[config.mk]
export PLATFORM = sky130hd
export DESIGN_NAME = uart_tx_fifo
export DESIGN_NICKNAME = d
export VERILOG_FILES = /design/src/rtl/uart_tx_fifo.sv
export SDC_FILE = /design/constraint.sdc
export NUM_CORES = 1
export LEC_CHECK = 0
export ABC_CLOCK_PERIOD_IN_PS = 6280
export BUFFER_PORTS_ARGS = -buffer_cell sky130_fd_sc_hd__buf_2
export CAP_MARGIN = 20
export CORE_ASPECT_RATIO = 1.75
export CORE_MARGIN = 2
export CORE_UTILIZATION = 33
export CTS_BUF_LIST = sky130_fd_sc_hd__clkbuf_2 sky130_fd_sc_hd__clkbuf_4 sky130_fd_sc_hd__clkbuf_8
export CTS_CLUSTER_DIAMETER = 30
export DETAILED_ROUTE_END_ITERATION = 6
export SYNTH_ARGS = -nofsm -noshare
export SYNTH_HDL_FRONTEND = slang
export SYNTH_SLANG_ARGS = --single-unit
[constraint.sdc]
create_clock -name Clock -period 6.28 [get_ports Clock]
set_clock_uncertainty 0.1 [all_clocks]
set_input_delay 1.256 -clock Clock [delete_from_list [all_inputs] [get_ports Clock]]
set_output_delay 1.256 -clock Clock [all_outputs]
set_load 0.05 [all_outputs]
[src/rtl/uart_tx_fifo.sv]
// 8N1 serial transmitter fed by a small write FIFO.
// The head byte is popped at frame start, so one extra byte can live in the shifter.
module uart_tx_fifo #(
  parameter int CLKS_PER_BIT = 16,
  parameter int FIFO_DEPTH   = 4
) (
  input  logic                            Clock,
  input  logic                            nReset,
  input  logic                            WriteEnable,
  input  logic [7:0]                      WriteData,
  output logic                            Full,
  output logic                            Empty,
  output logic [$clog2(FIFO_DEPTH+1)-1:0] Count,
  output logic                            Busy,
  output logic                            TxD
);
  localparam int AW = $clog2(FIFO_DEPTH);
  localparam int PW = AW + 1;
  localparam int CW = $clog2(FIFO_DEPTH + 1);
  localparam int BW = $clog2(CLKS_PER_BIT);

  localparam logic [BW-1:0] BIT_LAST = BW'(CLKS_PER_BIT - 1);
  localparam logic [BW-1:0] BIT_ONE  = BW'(1);
  localparam logic [PW-1:0] PTR_ONE  = PW'(1);
  localparam logic [CW-1:0] CNT_FULL = CW'(FIFO_DEPTH);

  localparam logic [1:0] ST_IDLE  = 2'd0;
  localparam logic [1:0] ST_START = 2'd1;
  localparam logic [1:0] ST_DATA  = 2'd2;
  localparam logic [1:0] ST_STOP  = 2'd3;

  logic [7:0]    r_mem [FIFO_DEPTH];
  logic [PW-1:0] r_wptr;
  logic [PW-1:0] r_rptr;
  logic [1:0]    r_state;
  logic [BW-1:0] r_bitcnt;
  logic [2:0]    r_idx;
  logic [7:0]    r_shift;
  logic          r_txd;
  logic          r_busy;

  logic [PW-1:0] w_diff;
  logic          w_full;
  logic          w_empty;
  logic          w_wr;
  logic          w_pop;
  logic          w_bit_end;
  logic [7:0]    w_head;
  logic [1:0]    w_state_nx;
  logic [BW-1:0] w_bitcnt_nx;
  logic [2:0]    w_idx_nx;
  logic [7:0]    w_shift_nx;
  logic          w_txd_nx;

  assign w_diff    = r_wptr - r_rptr;
  assign Count     = CW'(w_diff);
  assign w_full    = (Count == CNT_FULL);
  assign w_empty   = (r_wptr == r_rptr);
  assign w_wr      = WriteEnable & ~w_full;
  assign w_bit_end = (r_bitcnt == BIT_LAST);
  assign w_head    = r_mem[r_rptr[AW-1:0]];

  assign Full  = w_full;
  assign Empty = w_empty;
  assign Busy  = r_busy;
  assign TxD   = r_txd;

  // Frame sequencer: next state, bit timing, shifter and line level.
  always_comb begin
    w_state_nx  = r_state;
    w_bitcnt_nx = r_bitcnt;
    w_idx_nx    = r_idx;
    w_shift_nx  = r_shift;
    w_pop       = 1'b0;
    w_txd_nx    = 1'b1;
    case (r_state)
      ST_IDLE: begin
        w_txd_nx = 1'b1;
        if (!w_empty) begin
          w_pop       = 1'b1;
          w_shift_nx  = w_head;
          w_bitcnt_nx = '0;
          w_state_nx  = ST_START;
        end else begin
          w_state_nx  = ST_IDLE;
        end
      end
      ST_START: begin
        w_txd_nx = 1'b0;
        if (w_bit_end) begin
          w_bitcnt_nx = '0;
          w_idx_nx    = 3'd0;
          w_state_nx  = ST_DATA;
        end else begin
          w_bitcnt_nx = r_bitcnt + BIT_ONE;
        end
      end
      ST_DATA: begin
        w_txd_nx = r_shift[0];
        if (w_bit_end) begin
          w_bitcnt_nx = '0;
          w_shift_nx  = r_shift >> 1;
          w_idx_nx    = r_idx + 3'd1;
          if (r_idx == 3'd7) begin
            w_state_nx = ST_STOP;
          end else begin
            w_state_nx = ST_DATA;
          end
        end else begin
          w_bitcnt_nx = r_bitcnt + BIT_ONE;
        end
      end
      ST_STOP: begin
        w_txd_nx = 1'b1;
        if (w_bit_end) begin
          w_bitcnt_nx = '0;
          // Chain straight into the next start bit when more data is queued
          if (!w_empty) begin
            w_pop      = 1'b1;
            w_shift_nx = w_head;
            w_state_nx = ST_START;
          end else begin
            w_state_nx = ST_IDLE;
          end
        end else begin
          w_bitcnt_nx = r_bitcnt + BIT_ONE;
        end
      end
      default: begin
        w_state_nx  = ST_IDLE;
        w_bitcnt_nx = '0;
        w_txd_nx    = 1'b1;
      end
    endcase
  end

  // FIFO storage; contents are don't-care until written.
  always_ff @(posedge Clock) begin
    if (w_wr) begin
      r_mem[r_wptr[AW-1:0]] <= WriteData;
    end
  end

  // Pointers, sequencer state and registered line outputs.
  always_ff @(posedge Clock or negedge nReset) begin
    if (!nReset) begin
      r_wptr   <= '0;
      r_rptr   <= '0;
      r_state  <= ST_IDLE;
      r_bitcnt <= '0;
      r_idx    <= 3'd0;
      r_shift  <= 8'h00;
      r_txd    <= 1'b1;
      r_busy   <= 1'b0;
    end else begin
      if (w_wr) begin
        r_wptr <= r_wptr + PTR_ONE;
      end
      if (w_pop) begin
        r_rptr <= r_rptr + PTR_ONE;
      end
      r_state  <= w_state_nx;
      r_bitcnt <= w_bitcnt_nx;
      r_idx    <= w_idx_nx;
      r_shift  <= w_shift_nx;
      r_txd    <= w_txd_nx;
      r_busy   <= (r_state != ST_IDLE);
    end
  end

endmodule

==> results by group, run 1 <==
Synthesis
  – Number of synthesis warnings: 0
  – Area fraction of the dominant cell type after synthesis: 0.369
  – Seq/Total Area, Yosys: 0.610
  – Cell count after synthesis: 181
  – Number of distinct library cells after synthesis: 37
  – Cell area after technology mapping: 2600 um^2
  – Asr flop ratio synth: 0.439
  – Top area cells in the synthesized netlist: edfxtp_1 (37%), dfrtp_1 (23%), mux2_2 (7.4%)
  – Area leader, netlist: edfxtp_1
  – Number of enable flip-flop cells after synthesis: 32
  – Post-synthesis register bit count: 57
  – Post-Syn Area per Cell: 14.4 um^2
  – Most frequently used flop master after synthesis: edfxtp_1
  – Total nets after synthesis: 208

Run
  – Number of violations of the max-capacitance limit: 0

Outcome
  – Result of the run: finished, final reports clean

Critical path
  – R2r setup slk: 3.40 ns
  – Highest-delay cell along the critical path: dfrtp_1
  – Delay of the slowest cell on the worst path: 0.69 ns
  – Worst Reg-to-Reg Cells: 5
  – Bufs and invs on worst path: 2
  – Arrival time at the worst endpoint: 2.49 ns
  – Kind of capture point of the worst setup path: primary output
  – FF-to-FF Start: r_rptr[0]$_DFFE_PN0P_
  – Capturing point of the worst reg2reg path: r_mem[3][7]$_DFFE_PP_
  – Critical path, cell by cell: ha_1, fa_1, xor3_4, nand3_1, inv_1, buf_2
  – Launch point of the worst path: r_rptr[0]$_DFFE_PN0P_
  – Top delay family on crit path: adder cells
  – Data required time of the worst path: 4.92 ns
  – Startpoint type of the worst setup path: flop
  – Worst Setup Path Type: flop to primary output
  – Largest fanout on the critical path: 19

STA
  – Setup violation total in the final timing report: 0
  – Period minus WS final: 3.84 ns
  – Max Fclk: 260 MHz
  – Number of max-slew violations in the final report: 0
  – Remaining max-slew budget at the tightest pin: 0.444
  – Post-route fraction of the period consumed by the critical path: 0.612
  – Setup repair after global routing missed its margin: no
  – Total Negative Setup Slacks: 0 ns
  – Hold violation total from the final report: 0
  – Tightest Pin Transition: 0.835 ns

Layout
  – Fraction of final layout cells sized beyond drive strength 1: 0.286
  – Number of filler instances in the final layout: 711
  – Final-stage net count: 232
  – Count of inserted antenna diode cells: 0
  – Top library cells by usage in the layout, fill and taps aside: edfxtp_1 (32), dfrtp_1 (24), mux2_2 (17), buf_2 (17), ha_1 (15)
  – Area overhead of the layout relative to synthesis: 14.3%
  – Most common library cell in the layout ignoring fill and taps: edfxtp_1
  – Final design instance area without fill: 2970 um^2

Global route
  – Vias in the first global route: 1,576
  – Pin count of the biggest net entering global routing: 26
  – GRT overflow: 0
  – Antenna violations before repair: 0
  – GRT Overall Usage: 0.115
  – Global-route wire length before repair: 7.50 mm

Clock tree
  – Count of hold-fix buffers inserted at cts: 0
  – Number of clock sinks: 57
  – CTS Buf Count: 9
  – Number of buffers on the longest clock path: 2
  – Library cell used as clock root buffer: clkbuf_8
  – Clock edge transition at the registers on the reported setup and hold paths: 0.07 ns
  – Post-CTS setup repair buffer count: 0
  – Worst-skew pair later-pin latency: 0.33 ns
  – Clock tree from TritonCTS: built
  – Post-CTS sizing: 0
  – CTS H-Tree Depth: 3

Routing
  – Detailed Route WL: 4.33 mm
  – Vias after detailed routing: 1,465
  – DRT iter0 DRCs: 53
  – Count of antenna-violating nets left after detailed routing: 0
  – Average wire per cell in the routed design: 14.5 um
  – Post-detailed-route DRC marker count: 0
  – Drt first pass iters: 4
  – Mean number of vias per cell: 4.92

Place
  – I/O Buffers: 17
  – Final Wtd Congestion: 0.768
  – Instance area after placement: 2780 um^2
  – Post-detailed-placement half-perimeter wirelength: 3.13 mm

Die
  – Die Y-Extent: 121 um
  – Area inside the core boundary: 7620 um^2
  – Die footprint: 8640 um^2
  – Ports placed on the boundary: 18
  – Die width: 71.1 um
  – Initial core utilization: 0.341
  – Number of cell rows: 42

Hold path
  – Hold Path End: r_idx[1]$_DFFE_PN0P_
  – Hold/Removal Path Class: flop to flop
  – Hold Crit Start: r_idx[1]$_DFFE_PN0P_
  – Instance count along the most critical hold path: 1
==> Yosys cell counts (all sizes together), types with 2 or more instances <==
library cell,instances
a211oi,2
a21oi,2
a32o,2
and3,7
buf,2
clkbuf,2
dfrtp,24
edfxtp,32
ha,15
inv,13
mux2,17
mux2i,8
nand2,13
nand3,2
nor2,5
nor2b,2
nor3,3
o21ai,5
o221a,6
o22ai,2
xnor2,3
xor2,2
==> per-layer routing <==
layer / up-vias / global-route usage / share of wire
met3: 8 / 0.0332 / 0.023
li1: 711 / - / -
met2: 16 / 0.203 / 0.54
met1: 730 / 0.120 / 0.41
met5: - / 0 / 0
met4: 0 / 0.0637 / 0.027
==> cell families after synthesis <==
| kind of cell | count (synthesis) | share of synthesized area |
|---|---|---|
| adder cells (fa/ha/maj) | 16 | 0.0798 |
| multiplexers | 26 | 0.113 |
| buffers and inverters | 18 | 0.0274 |
| XOR/XNOR | 6 | 0.0274 |
| AND/OR/NAND/NOR | 35 | 0.0669 |
| AO/OA/AOI/OAI | 23 | 0.0750 |
| flip-flops | 57 | 0.610 |
==> area by class of cell <==
type                    count  area (um^2)  area share
well taps                  88          110      0.0370
clock inverters             7         71.3      0.0240
flip-flops and latches     57         1590       0.534
clock buffers               9          124      0.0417
multi-input cells         106          942       0.317
inverters                  14         52.6      0.0177
repair buffers             17         85.1      0.0286
==> registers in the layout (all words and copies together), names as in the netlist <==
name,count
r_mem,32
r_shift,8
r_bitcnt,4
r_idx,3
r_rptr,3
r_wptr,3
r_state,2
Busy,1
TxD,1
==> metrics by stage <==
step	hold slack [ns]	setup WS (ns)	std cells	utilization
after floorplan	0.363	3.02	181	-
after global placement	0.380	2.78	282	0.365
after detailed placement	0.390	2.75	282	0.365
after CTS	0.406	2.38	298	0.390
after global routing	0.433	2.24	298	0.390
final	0.401	2.44	298	0.390
==> worst max-delay path by stage <==
stage | slack, ns | depth (start not counted) | endpoint
after floorplan | 3.02 | 6 | Full
after global placement | 2.78 | 6 | Full
after detailed placement | 2.75 | 6 | Full
after CTS | 2.38 | 6 | Full
after global routing | 2.24 | 6 | Full
final | 2.44 | 6 | Full
Power of run 1 is not shown: default switching activity piles up to over one toggle a cycle in this logic, so the estimate is an artifact.
==> inputs of run 2 (changes only) <==
ABC_AREA = 1   (was unset)
ABC_CLOCK_PERIOD_IN_PS = 3880   (was 6280)
clock period = 3.88 ns   (was 6.28 ns; I/O delays follow)
==> run 2 against run 1 <==
Compared with the run above:
- area after synthesis increased by 7.3%
- die area up 7.0%
- wire length grew 22%
- first-iteration DRC count up 91%
- cell count is 36% higher
- setup slack worse by 1.8 ns
- design area up 6.7%
- register-to-register slack worse by 2.3 ns
- flip-flop and latch count unchanged
- sequential share of layout area shrank 3.3 points
- critical path type unchanged
- largest cell class unchanged
- highest routed layer unchanged
==> results by group, run 2 <==
Outcome
  – Result of the run: finished, final reports clean (unchanged)

STA
  – Number of max-slew violations in the final report: 0 (unchanged)
  – Hold violation total from the final report: 0 (unchanged)
  – Post-route fraction of the period consumed by the critical path: 0.827
  – Smallest setup slack after layout: 0.673 ns (was 2.44 ns)
  – Total Negative Setup Slacks: 0 ns (unchanged)
  – Max Fclk: 312 MHz
  – Period minus WS final: 3.21 ns
  – Remaining max-slew budget at the tightest pin: 0.535 (was 0.444)
  – Tightest Pin Transition: 0.695 ns (was 0.835 ns)
  – Setup repair after global routing missed its margin: no (unchanged)
  – Setup violation total in the final timing report: 0 (unchanged)

Synthesis
  – Area fraction of the dominant cell type after synthesis: 0.344 (was 0.369)
  – Number of distinct library cells after synthesis: 29 (was 37)
  – Post-Syn Area per Cell: 9.73 um^2 (was 14.4 um^2)
  – Cell count after synthesis: 287 (was 181)
  – Asr flop ratio synth: 0.439 (unchanged)
  – Top area cells in the synthesized netlist: edfxtp_1 (34%), dfrtp_1 (22%), nand2_1 (15%) (was edfxtp_1 (37%), dfrtp_1 (23%), mux2_2 (7.4%))
  – Most frequently used flop master after synthesis: edfxtp_1 (unchanged)
  – Number of enable flip-flop cells after synthesis: 32 (unchanged)
  – Area leader, netlist: edfxtp_1 (unchanged)
  – Most common library cells after synthesis: nand2_1 (108), nand3_1 (34), edfxtp_1 (32), inv_1 (25), dfrtp_1 (24) (was edfxtp_1 (32), dfrtp_1 (24), mux2_2 (17), ha_1 (15))
  – Post-synthesis register bit count: 57 (unchanged)
  – Number of synthesis warnings: 0 (unchanged)
  – Total nets after synthesis: 314 (was 208)
  – Cell with the most instances after synthesis: nand2_1 (was edfxtp_1)
  – Cell area after technology mapping: 2790 um^2 (was 2600 um^2)
  – Seq/Total Area, Yosys: 0.569 (was 0.610)

Place
  – Final Wtd Congestion: 0.773 (was 0.768)
  – Post-Place Setup Slack: 1.02 ns (was 2.75 ns)
  – I/O Buffers: 17 (unchanged)
  – Post-detailed-placement half-perimeter wirelength: 4.00 mm (was 3.13 mm)

Critical path
  – Kind of capture point of the worst setup path: primary output (unchanged)
  – Data required time of the worst path: 3.00 ns (was 4.92 ns)
  – CP most frequent cell: inv_1
  – FF-to-FF Start: r_rptr[0]$_DFFE_PN0P_ (unchanged)
  – Delay of the slowest cell on the worst path: 0.61 ns (was 0.69 ns)
  – Worst Setup Path Type: flop to primary output (unchanged)
  – Largest fanout on the critical path: 20 (was 19)
  – R2r setup slk: 1.07 ns (was 3.40 ns)
  – Arrival time at the worst endpoint: 2.33 ns (was 2.49 ns)
  – Worst Reg-to-Reg Cells: 7 (was 5)
  – Critical path, cell by cell: ha_1, fa_1, nand2_1, inv_1, nand3_2, inv_1, buf_2 (was ha_1, fa_1, xor3_4, nand3_1, inv_1, buf_2)
  – Startpoint type of the worst setup path: flop (unchanged)
  – Worst Setup EP: Full (unchanged)
  – Highest-delay cell along the critical path: dfrtp_1 (unchanged)
  – Launch point of the worst path: r_rptr[0]$_DFFE_PN0P_ (unchanged)
  – Capturing point of the worst reg2reg path: r_mem[0][7]$_DFFE_PP_ (was r_mem[3][7]$_DFFE_PP_)

Layout
  – Largest register FFs: 32 (unchanged)
  – Area overhead of the layout relative to synthesis: 13.6% (was 14.3%)
  – Register area: 1590 um^2 (unchanged)
  – Top library cells by usage in the layout, fill and taps aside: nand2_1 (108), nand3_1 (34), edfxtp_1 (32) (was edfxtp_1 (32), dfrtp_1 (24), mux2_2 (17), buf_2 (17), ha_1 (15))
  – Final-stage net count: 336 (was 232)
  – Most common library cell in the layout ignoring fill and taps: nand2_1 (was edfxtp_1)
  – Count of inserted antenna diode cells: 0 (unchanged)
  – Fraction of final layout cells sized beyond drive strength 1: 0.150 (was 0.286)
  – Number of filler instances in the final layout: 835 (was 711)
  – Multi-input gate area in the final layout: 1050 um^2 (was 942 um^2)

Hold path
  – Hold/Removal Path Class: input port to async pin (was flop to flop)

Power and ir drop
  – Peak supply drop: 0.000412 V
  – Reported leakage power: 1.48 nW
  – Power per cell area: 930 nW/um^2
  – Power consumption: 2.95 mW

Routing
  – Vias after detailed routing: 1,925 (was 1,465)
  – Metal3 WL: 156 um (was 99 um)
  – Post-detailed-route DRC marker count: 0 (unchanged)
  – Count of antenna-violating nets left after detailed routing: 0 (unchanged)
  – Uppermost layer routed: met4 (unchanged)
  – DRT iter0 DRCs: 101 (was 53)
  – Mean number of vias per cell: 4.74 (was 4.92)
  – Wl on met1: 2.04 mm (was 1.76 mm)
  – Routed length on met2: 2.95 mm (was 2.36 mm)
  – Drt first pass iters: 4 (unchanged)
  – Average wire per cell in the routed design: 13.0 um (was 14.5 um)
  – Detailed Route WL: 5.30 mm (was 4.33 mm)

Run
  – Number of violations of the max-capacitance limit: 0 (unchanged)

Die
  – Number of cell rows: 44 (was 42)
  – Die width: 73.5 um (was 71.1 um)
  – Ports placed on the boundary: 18 (unchanged)
  – Die footprint: 9240 um^2 (was 8640 um^2)
  – Area inside the core boundary: 8260 um^2 (was 7620 um^2)
  – Die Y-Extent: 126 um (was 121 um)
  – Initial core utilization: 0.338 (was 0.341)

Clock tree
  – Post-CTS sizing: 0 (unchanged)
  – Library cell used as clock root buffer: clkbuf_8 (unchanged)
  – CTS Buf Count: 9 (unchanged)
  – Post-CTS setup repair buffer count: 0 (unchanged)
  – Clock edge transition at the registers on the reported setup and hold paths: 0.07 ns (about the same)
  – CTS H-Tree Depth: 3 (unchanged)
  – Count of hold-fix buffers inserted at cts: 0 (unchanged)
  – Number of clock sinks: 57 (unchanged)
  – Number of buffers on the longest clock path: 2 (unchanged)
  – Clock tree from TritonCTS: built (unchanged)
  – Worst-skew pair later-pin latency: 0.35 ns (was 0.33 ns)

Global route
  – Antenna violations before repair: 0 (unchanged)
  – Vias in the first global route: 1,873 (was 1,576)
  – Global-route wire length before repair: 9.17 mm (was 7.50 mm)
  – Pin count of the biggest net entering global routing: 26 (unchanged)
  – GRT overflow: 0 (unchanged)
  – GRT Overall Usage: 0.135 (was 0.115)
-- run 2: final cells by class --
| cell class | count | area share |
|---|---|---|
| Sequential cell | 57 | 0.501 |
| Multi-Input combinational cell | 195 | 0.333 |
| Clock buffer | 9 | 0.0391 |
| Tap cell | 92 | 0.0363 |
| Inverter | 29 | 0.0351 |
| Clock inverter | 7 | 0.0296 |
| Timing Repair Buffer | 17 | 0.0268 |
-- run 2: cells by family after synthesis --
| family | after synthesis | synth area share |
|---|---|---|
| DFF | 57 | 0.569 |
| muxes | 1 | 0.00359 |
| adders and majority gates | 16 | 0.0744 |
| xor gates and xnor gates | 3 | 0.00941 |
| AOI/OAI and AO/OA | 9 | 0.0179 |
| and+or+nand+nor | 166 | 0.273 |
| buffers and inverters | 35 | 0.0533 |
-- run 2: metrics by stage --
| stage | cells | hold WS [ns] | utilization | area, um^2 |
|---|---|---|---|---|
| floorplan | 287 | 0.349 | - | 2790 |
| global placement | 390 | 0.362 | 0.358 | 2950 |
| detailed placement | 390 | 0.365 | 0.358 | 2950 |
| CTS | 406 | 0.352 | 0.384 | 3170 |
| global route | 406 | 0.363 | 0.384 | 3170 |
| finish | 406 | 0.322 | 0.384 | 3170 |
-- run 2: worst min path at each step --
stage	endpoint	slack [ns]
after floorplan	r_shift[0]$_DFFE_PN0P_	0.35
after global placement	r_shift[1]$_DFFE_PN0P_	0.36
after detailed placement	r_shift[1]$_DFFE_PN0P_	0.37
after CTS	r_wptr[2]$_DFFE_PN0P_	0.35
after global routing	r_idx[0]$_DFFE_PN0P_	0.36
final	r_idx[1]$_DFFE_PN0P_	0.32
-- run 2: worst max-delay path: cells and delay by family (launching register included) --
family	cells	cell delay [ns]
flops	1	0.61
fa+ha+maj	2	0.81
buf+inv	3	0.38
simple gates	2	0.18
-- run 2: report_power, final --
group	leakage [nW]	switching, mW	internal (mW)	total [mW]
registers	0.606	0.149	0.849	0.998
logic	0.764	0.940	0.401	1.34
clock network	0.107	0.251	0.361	0.612
-- run 2: routing by layer --
layer | vias to the layer above | global-route usage
met5 | - | 0
met4 | 0 | 0.0727
met3 | 12 | 0.0440
met2 | 27 | 0.232
met1 | 905 | 0.140
li1 | 981 | -
Power figures use the tool's default switching activity.
